## src/rtl/uart_tx_frame_engine.sv

```systemverilog
// uart_tx_frame_engine: UART transmitter with TX FIFO, baud divider and 5-8 bit / parity / 1-2 stop frame FSM.
// Ports: clk_i/arst_i clock and async active-high reset; clk_div_i bit period minus one;
// data_bits_i, parity_en_i, parity_odd_i, stop2_i frame format; tx_en_i frame start enable;
// flush_i FIFO clear; data_i/data_valid_i/data_ready_o push handshake; fifo_count_o,
// almost_full_o FIFO status; busy_o frame in progress; tx_o registered serial line.
// Optional: define UART_TX_BREAK_EN to add break_i and the BREAK state.
module uart_tx_frame_engine #(
  parameter int FIFO_DEPTH = 16,
  parameter int DIV_WIDTH  = 16,
  parameter int AF_LEVEL   = FIFO_DEPTH - 2
) (
  input  logic                          clk_i,
  input  logic                          arst_i,
  input  logic [DIV_WIDTH-1:0]          clk_div_i,
  input  logic [1:0]                    data_bits_i,
  input  logic                          parity_en_i,
  input  logic                          parity_odd_i,
  input  logic                          stop2_i,
  input  logic                          tx_en_i,
  input  logic                          flush_i,
  input  logic [7:0]                    data_i,
  input  logic                          data_valid_i,
`ifdef UART_TX_BREAK_EN
  input  logic                          break_i,
`endif
  output logic                          data_ready_o,
  output logic [$clog2(FIFO_DEPTH):0]   fifo_count_o,
  output logic                          almost_full_o,
  output logic                          busy_o,
  output logic                          tx_o
);
  localparam int AW = $clog2(FIFO_DEPTH);
  localparam int CW = AW + 1;
`ifdef UART_TX_BREAK_EN
  typedef enum logic [2:0] {S_IDLE, S_START, S_DATA, S_PARITY, S_STOP, S_BREAK} state_t;
`else
  typedef enum logic [2:0] {S_IDLE, S_START, S_DATA, S_PARITY, S_STOP} state_t;
`endif
  logic [7:0]           r_mem [FIFO_DEPTH];
  logic [AW-1:0]        r_wptr, r_rptr;
  logic [CW-1:0]        r_count;
  state_t               r_state, w_state_n;
  logic [DIV_WIDTH-1:0] r_div, r_cnt, w_cnt_n;
  logic [2:0]           r_bit, w_bit_n, r_nbits;
  logic [7:0]           r_shift, w_shift_n, w_head, w_mask;
  logic                 r_par_en, r_par, r_stop2, r_tx, w_tx_n;
  logic                 w_push, w_pop, w_tick;
  assign data_ready_o  = r_count != CW'(FIFO_DEPTH);
  assign almost_full_o = r_count >= CW'(AF_LEVEL);
  assign fifo_count_o  = r_count;
  assign busy_o        = r_state != S_IDLE;
  assign tx_o          = r_tx;
  assign w_push        = data_valid_i && data_ready_o && !flush_i;
  assign w_head        = r_mem[r_rptr];
  assign w_mask        = 8'hFF >> (2'd3 - data_bits_i);
  assign w_tick        = r_cnt == r_div;
  always_ff @(posedge clk_i)
    if (w_push) r_mem[r_wptr] <= data_i;
  always_ff @(posedge clk_i or posedge arst_i) begin
    if (arst_i) begin
      r_wptr  <= '0;
      r_rptr  <= '0;
      r_count <= '0;
    end else if (flush_i) begin
      r_wptr  <= '0;
      r_rptr  <= '0;
      r_count <= '0;
    end else begin
      if (w_push) r_wptr <= r_wptr + AW'(1);
      if (w_pop) r_rptr <= r_rptr + AW'(1);
      r_count <= r_count + CW'(w_push) - CW'(w_pop);
    end
  end
  // Frame config is sampled on every IDLE cycle, so the last sample is the one taken when the frame starts.
  always_ff @(posedge clk_i or posedge arst_i) begin
    if (arst_i) begin
      r_state  <= S_IDLE;
      r_cnt    <= '0;
      r_bit    <= '0;
      r_shift  <= '0;
      r_tx     <= 1'b1;
      r_div    <= '0;
      r_nbits  <= '0;
      r_par_en <= 1'b0;
      r_par    <= 1'b0;
      r_stop2  <= 1'b0;
    end else begin
      r_state <= w_state_n;
      r_cnt   <= w_cnt_n;
      r_bit   <= w_bit_n;
      r_shift <= w_shift_n;
      r_tx    <= w_tx_n;
      if (r_state == S_IDLE) begin
        r_div    <= clk_div_i;
        r_nbits  <= {1'b1, data_bits_i};
        r_par_en <= parity_en_i;
        r_par    <= ^(w_head & w_mask) ^ parity_odd_i;
        r_stop2  <= stop2_i;
      end
    end
  end
  // w_tx_n is the line level for the next cycle, so tx_o changes on the same edge as the state.
  always_comb begin
    w_state_n = r_state;
    w_cnt_n   = w_tick ? '0 : r_cnt + DIV_WIDTH'(1);
    w_bit_n   = r_bit;
    w_shift_n = r_shift;
    w_tx_n    = r_tx;
    w_pop     = 1'b0;
    case (r_state)
      S_IDLE: begin
        w_cnt_n   = '0;
        w_bit_n   = '0;
        w_shift_n = w_head;
        w_tx_n    = 1'b1;
`ifdef UART_TX_BREAK_EN
        if (break_i) begin
          w_state_n = S_BREAK;
          w_tx_n    = 1'b0;
        end else
`endif
        if (tx_en_i && r_count != '0) begin
          w_pop     = 1'b1;
          w_state_n = S_START;
          w_tx_n    = 1'b0;
        end
      end
      S_START:
        if (w_tick) begin
          w_state_n = S_DATA;
          w_tx_n    = r_shift[0];
        end
      S_DATA:
        if (w_tick) begin
          w_bit_n   = r_bit + 3'd1;
          w_shift_n = r_shift >> 1;
          w_tx_n    = r_shift[1];
          if (r_bit == r_nbits) begin
            w_state_n = r_par_en ? S_PARITY : S_STOP;
            w_bit_n   = '0;
            w_tx_n    = r_par_en ? r_par : 1'b1;
          end
        end
      S_PARITY:
        if (w_tick) begin
          w_state_n = S_STOP;
          w_tx_n    = 1'b1;
        end
      S_STOP:
        if (w_tick) begin
          if (r_stop2 && r_bit == 3'd0) w_bit_n = 3'd1;
          else w_state_n = S_IDLE;
        end
`ifdef UART_TX_BREAK_EN
      // r_bit 0: line held low while break_i is set; r_bit 1: one bit period of mark before IDLE.
      S_BREAK:
        if (r_bit == 3'd0) begin
          w_cnt_n = '0;
          if (!break_i) begin
            w_bit_n = 3'd1;
            w_tx_n  = 1'b1;
          end
        end else if (w_tick) w_state_n = S_IDLE;
`endif
      default: w_state_n = S_IDLE;
    endcase
  end
endmodule

```

## config.mk

```make
export PLATFORM = sky130hd
export DESIGN_NAME = uart_tx_frame_engine
export DESIGN_NICKNAME = d
export VERILOG_FILES = /design/src/rtl/uart_tx_frame_engine.sv
export SDC_FILE = /design/constraint.sdc
export NUM_CORES = 1
export LEC_CHECK = 0
export CORE_MARGIN = 3
export CORE_UTILIZATION = 38
export DETAILED_ROUTE_END_ITERATION = 10
export SLEW_MARGIN = 15
export SYNTH_ARGS = -nofsm -noshare
export SYNTH_HDL_FRONTEND = slang
export SYNTH_SLANG_ARGS = --single-unit
```

## constraint.sdc

```tcl
create_clock -name clk_i -period 7.7 [get_ports clk_i]
set_input_delay 1.54 -clock clk_i [delete_from_list [all_inputs] [get_ports clk_i]]
set_output_delay 1.54 -clock clk_i [all_outputs]
set_load 0.1 [all_outputs]
```

==> results.sh <==
export IMPL_cellPowerDensity_nw_per_um2=336
export IMPL_ys_seq_area_share_pct=65.6
export IMPL_finalHoldViolCount=0
export IMPL_clockRootBuffer="clkbuf_16"
export IMPL_wire_per_inst_um=17.3
export IMPL_hp_class="register to register"
export IMPL_wl_met3_um=597
export IMPL_fin_crit_sh_pct=55.7
export IMPL_wl_met1_mm=7.12
export IMPL_setup_violations=0
export IMPL_netlist_top_cell_by_area="edfxtp_1"
export IMPL_wl_mm=16.0
export IMPL_setup_slack_ns=3.41
export IMPL_tns_ns=0
export IMPL_synth_area_leaders="edfxtp_1 46%, dfrtp_1 19%, mux4_2 8.9%, nand2_1 4.3%, xor2_1 3.5%"
export IMPL_vdd_drop_max_uv=145
export IMPL_synth_simple_area_share_pct=10.3
export IMPL_top_layer_used="met4"
export IMPL_multiInputGateArea_um2=2690
export IMPL_cp_num_cells=3
export IMPL_cp_end_kind="output port"
export IMPL_crit_family="buffers and inverters"
export IMPL_initial_core_util_pct=39.2
export IMPL_reg2reg_depth=8
export IMPL_p_leak_nw=3.65
export IMPL_synth_cell_area_um2=8380
export IMPL_synthXorXnorAreaFrac_pct=5.27
export IMPL_cts_hold_buffers=0
export IMPL_synth_top_area_share_pct=45.9
export IMPL_synth_distinct_cells=45
export IMPL_crit_path_start_kind="register"
export IMPL_core_area_um2=21400
export IMPL_yosysWarnings=0
export IMPL_synth_compound_area_share_pct=3.97
export IMPL_grt_setup_unrepaired="no"
export IMPL_postCtsSetupBuffers=0
export IMPL_num_vias=4667
export IMPL_path_cells="nor3_2 -> inv_2 -> clkdlybuf4s50_1"
export IMPL_finalClockSkew_ns=0.0122
export IMPL_route_antenna_remaining_nets=0
export IMPL_grt_max_degree=67
export IMPL_drt_initial_drc_count=188
export IMPL_final_cell_mix="128 x edfxtp_1, 95 x nand2_1, 64 x dfrtp_1, 60 x nor2_1, 42 x clkdlybuf4s50_1"
export IMPL_ys_async_sr_fraction_pct=34.0
export IMPL_portBuffers=42
export IMPL_path_clk_slew_ns=0.07
export IMPL_yosys_most_used_dff="edfxtp_1"
export IMPL_synth_mux_area_share_pct=9.73
export IMPL_vias_per_cell=5.02
export IMPL_regArea_um2=5500
export IMPL_track_usage_pct=14.2
export IMPL_htree_levels=4
export IMPL_synthCells=601
export IMPL_synth_edff_count=128
export IMPL_ys_ff_latch=194
export IMPL_max_slew_worst_pin_slew_ns=0.966
export IMPL_relSlewSlack_pct=35.4
export IMPL_clock_sinks=194
export IMPL_cts_tree="yes"
export IMPL_slowest_stage="clkdlybuf4s50_1"
export IMPL_rows=53
export IMPL_layout_commonest_cell="edfxtp_1"
export IMPL_whs_ns=0.489
export IMPL_arrival_ns=2.75
export IMPL_synth_nets=653
export IMPL_cpPeakStageDelay_ns=1.22
export IMPL_diodes=0
export IMPL_preCtsSetupSlack_ns=3.42
export IMPL_antenna_found_initial=0
export IMPL_gp_congestion=0.776
export IMPL_grt_first_pass_wirelength_mm=26.4
export IMPL_met2_length_mm=8.06
export IMPL_grt_pass1_vias=4964
export IMPL_fmax_mhz=233
export IMPL_drc_errors=0
export IMPL_syn_avg_cell_area_um2=13.9
export IMPL_clockBufferDepth=2
export IMPL_cp_num_buf_inv=2
export IMPL_post_route_util_pct=45.3
export IMPL_cts_resized=0
export IMPL_fin_total_pwr_mw=3.25
export IMPL_nets=693
export IMPL_io_pins=43
export IMPL_drv_cap=0
export IMPL_drv_slew=0
export IMPL_path_class="register to output port"
export IMPL_hpwl_mm=10.5
export IMPL_die_w_um=154
export IMPL_cp_max_fo=27
export IMPL_clock_latency_ns=0.44
export IMPL_first_pass_iters=4
export IMPL_yosys_area_share_adder_pct=2.78
export IMPL_gr_total_overflow=0
export IMPL_die_h_um=154
export IMPL_cp_data_required_time_ns=6.16
export IMPL_numCtsBuffers=17
export IMPL_drive_gt1_share_pct=11.3
export IMPL_whs_path_depth=2
export IMPL_fill_cells=1883
export IMPL_synthToLayoutAreaGrowth_pct=15.5
export IMPL_synth_top_family_by_area="simple AND/OR/NAND/NOR gates"
export IMPL_dieArea_um2=23900
export IMPL_status="complete, no violations"
export IMPL_finalCriticalPeriod_ns=4.29
-- metrics by stage --
stage               instance area (um^2)  instances
floorplan                           8380        601
global placement                    9060        897
detailed placement                  9060        897
CTS                                 9670        929
global route                        9670        929
finish                              9670        929
-- synthesized netlist by cell type, types with 3 or more instances --
cell type / count
a21oi_1: 10
a22oi_1: 12
and2_1: 3
and3_1: 6
buf_2: 3
buf_4: 3
clkbuf_1: 19
dfrtp_1: 65
edfxtp_1: 128
ha_1: 17
inv_1: 17
mux2i_1: 6
mux4_2: 33
nand2_1: 95
nand2b_1: 3
nand3_1: 12
nand4_1: 4
nor2_1: 60
nor2b_1: 6
nor4_1: 5
o21ai_0: 6
o21ai_1: 15
xnor2_1: 13
xor2_1: 33
-- tightest hold or removal path, stage by stage (launching register included) --
cell     delay [ns]
dfrtp_1        0.35
nand2_1        0.05
o21ai_1        0.06
-- registers in the layout, indices dropped and copies added (netlist names) --
signal,count
r_shift,8
r_rptr,4
r_cnt,16
r_mem,128
r_nbits,3
fifo_count_o,5
r_stop2,1
r_par,1
r_bit,3
r_state,3
r_wptr,4
r_par_en,1
r_div,16
tx_o,1
-- cell type report --
class / count / area share (%)
Sequential cell: 194 / 56.8
Tap cell: 275 / 3.56
Timing Repair Buffer: 47 / 4.73
Inverter: 19 / 0.737
Clock buffer: 18 / 4.44
Multi-Input combinational cell: 362 / 27.8
Clock inverter: 14 / 1.88
-- layer usage --
| layer | vias up | GRT usage (%) |
|---|---|---|
| met5 | - | 0 |
| met4 | 0 | 5.21 |
| met3 | 17 | 2.77 |
| met2 | 79 | 23.6 |
| met1 | 2334 | 18.6 |
| li1 | 2237 | - |
-- power breakdown --
part,switching [mW],internal [mW],leakage [nW]
logic,0.588,0.394,1.35
registers,0.109,1.24,2.00
clock network,0.417,0.497,0.297
-- final timing paths --
path,endpoint,slack [ns],from
worst max-delay path,busy_o,3.41,r_state[1]
worst min-delay path,r_shift[3],0.49,r_shift[3]
worst max register to register,r_par,4.75,r_rptr[0]
worst min register to register,r_shift[3],0.49,r_shift[3]
max in group asynchronous,r_rptr[0],5.42,arst_i
min in group asynchronous,r_div[14],1.68,arst_i
-- cell families (layout without fill, tap and decap cells) --
kind of cell	count (synthesis)	count (layout)
AO/OA/AOI/OAI	54	54
XOR/XNOR	48	48
adder cells (fa/ha/maj)	18	18
buffers and inverters	45	98
flip-flops	194	194
multiplexers	40	40
AND/OR/NAND/NOR	202	202
Power figures use the tool's default switching activity.
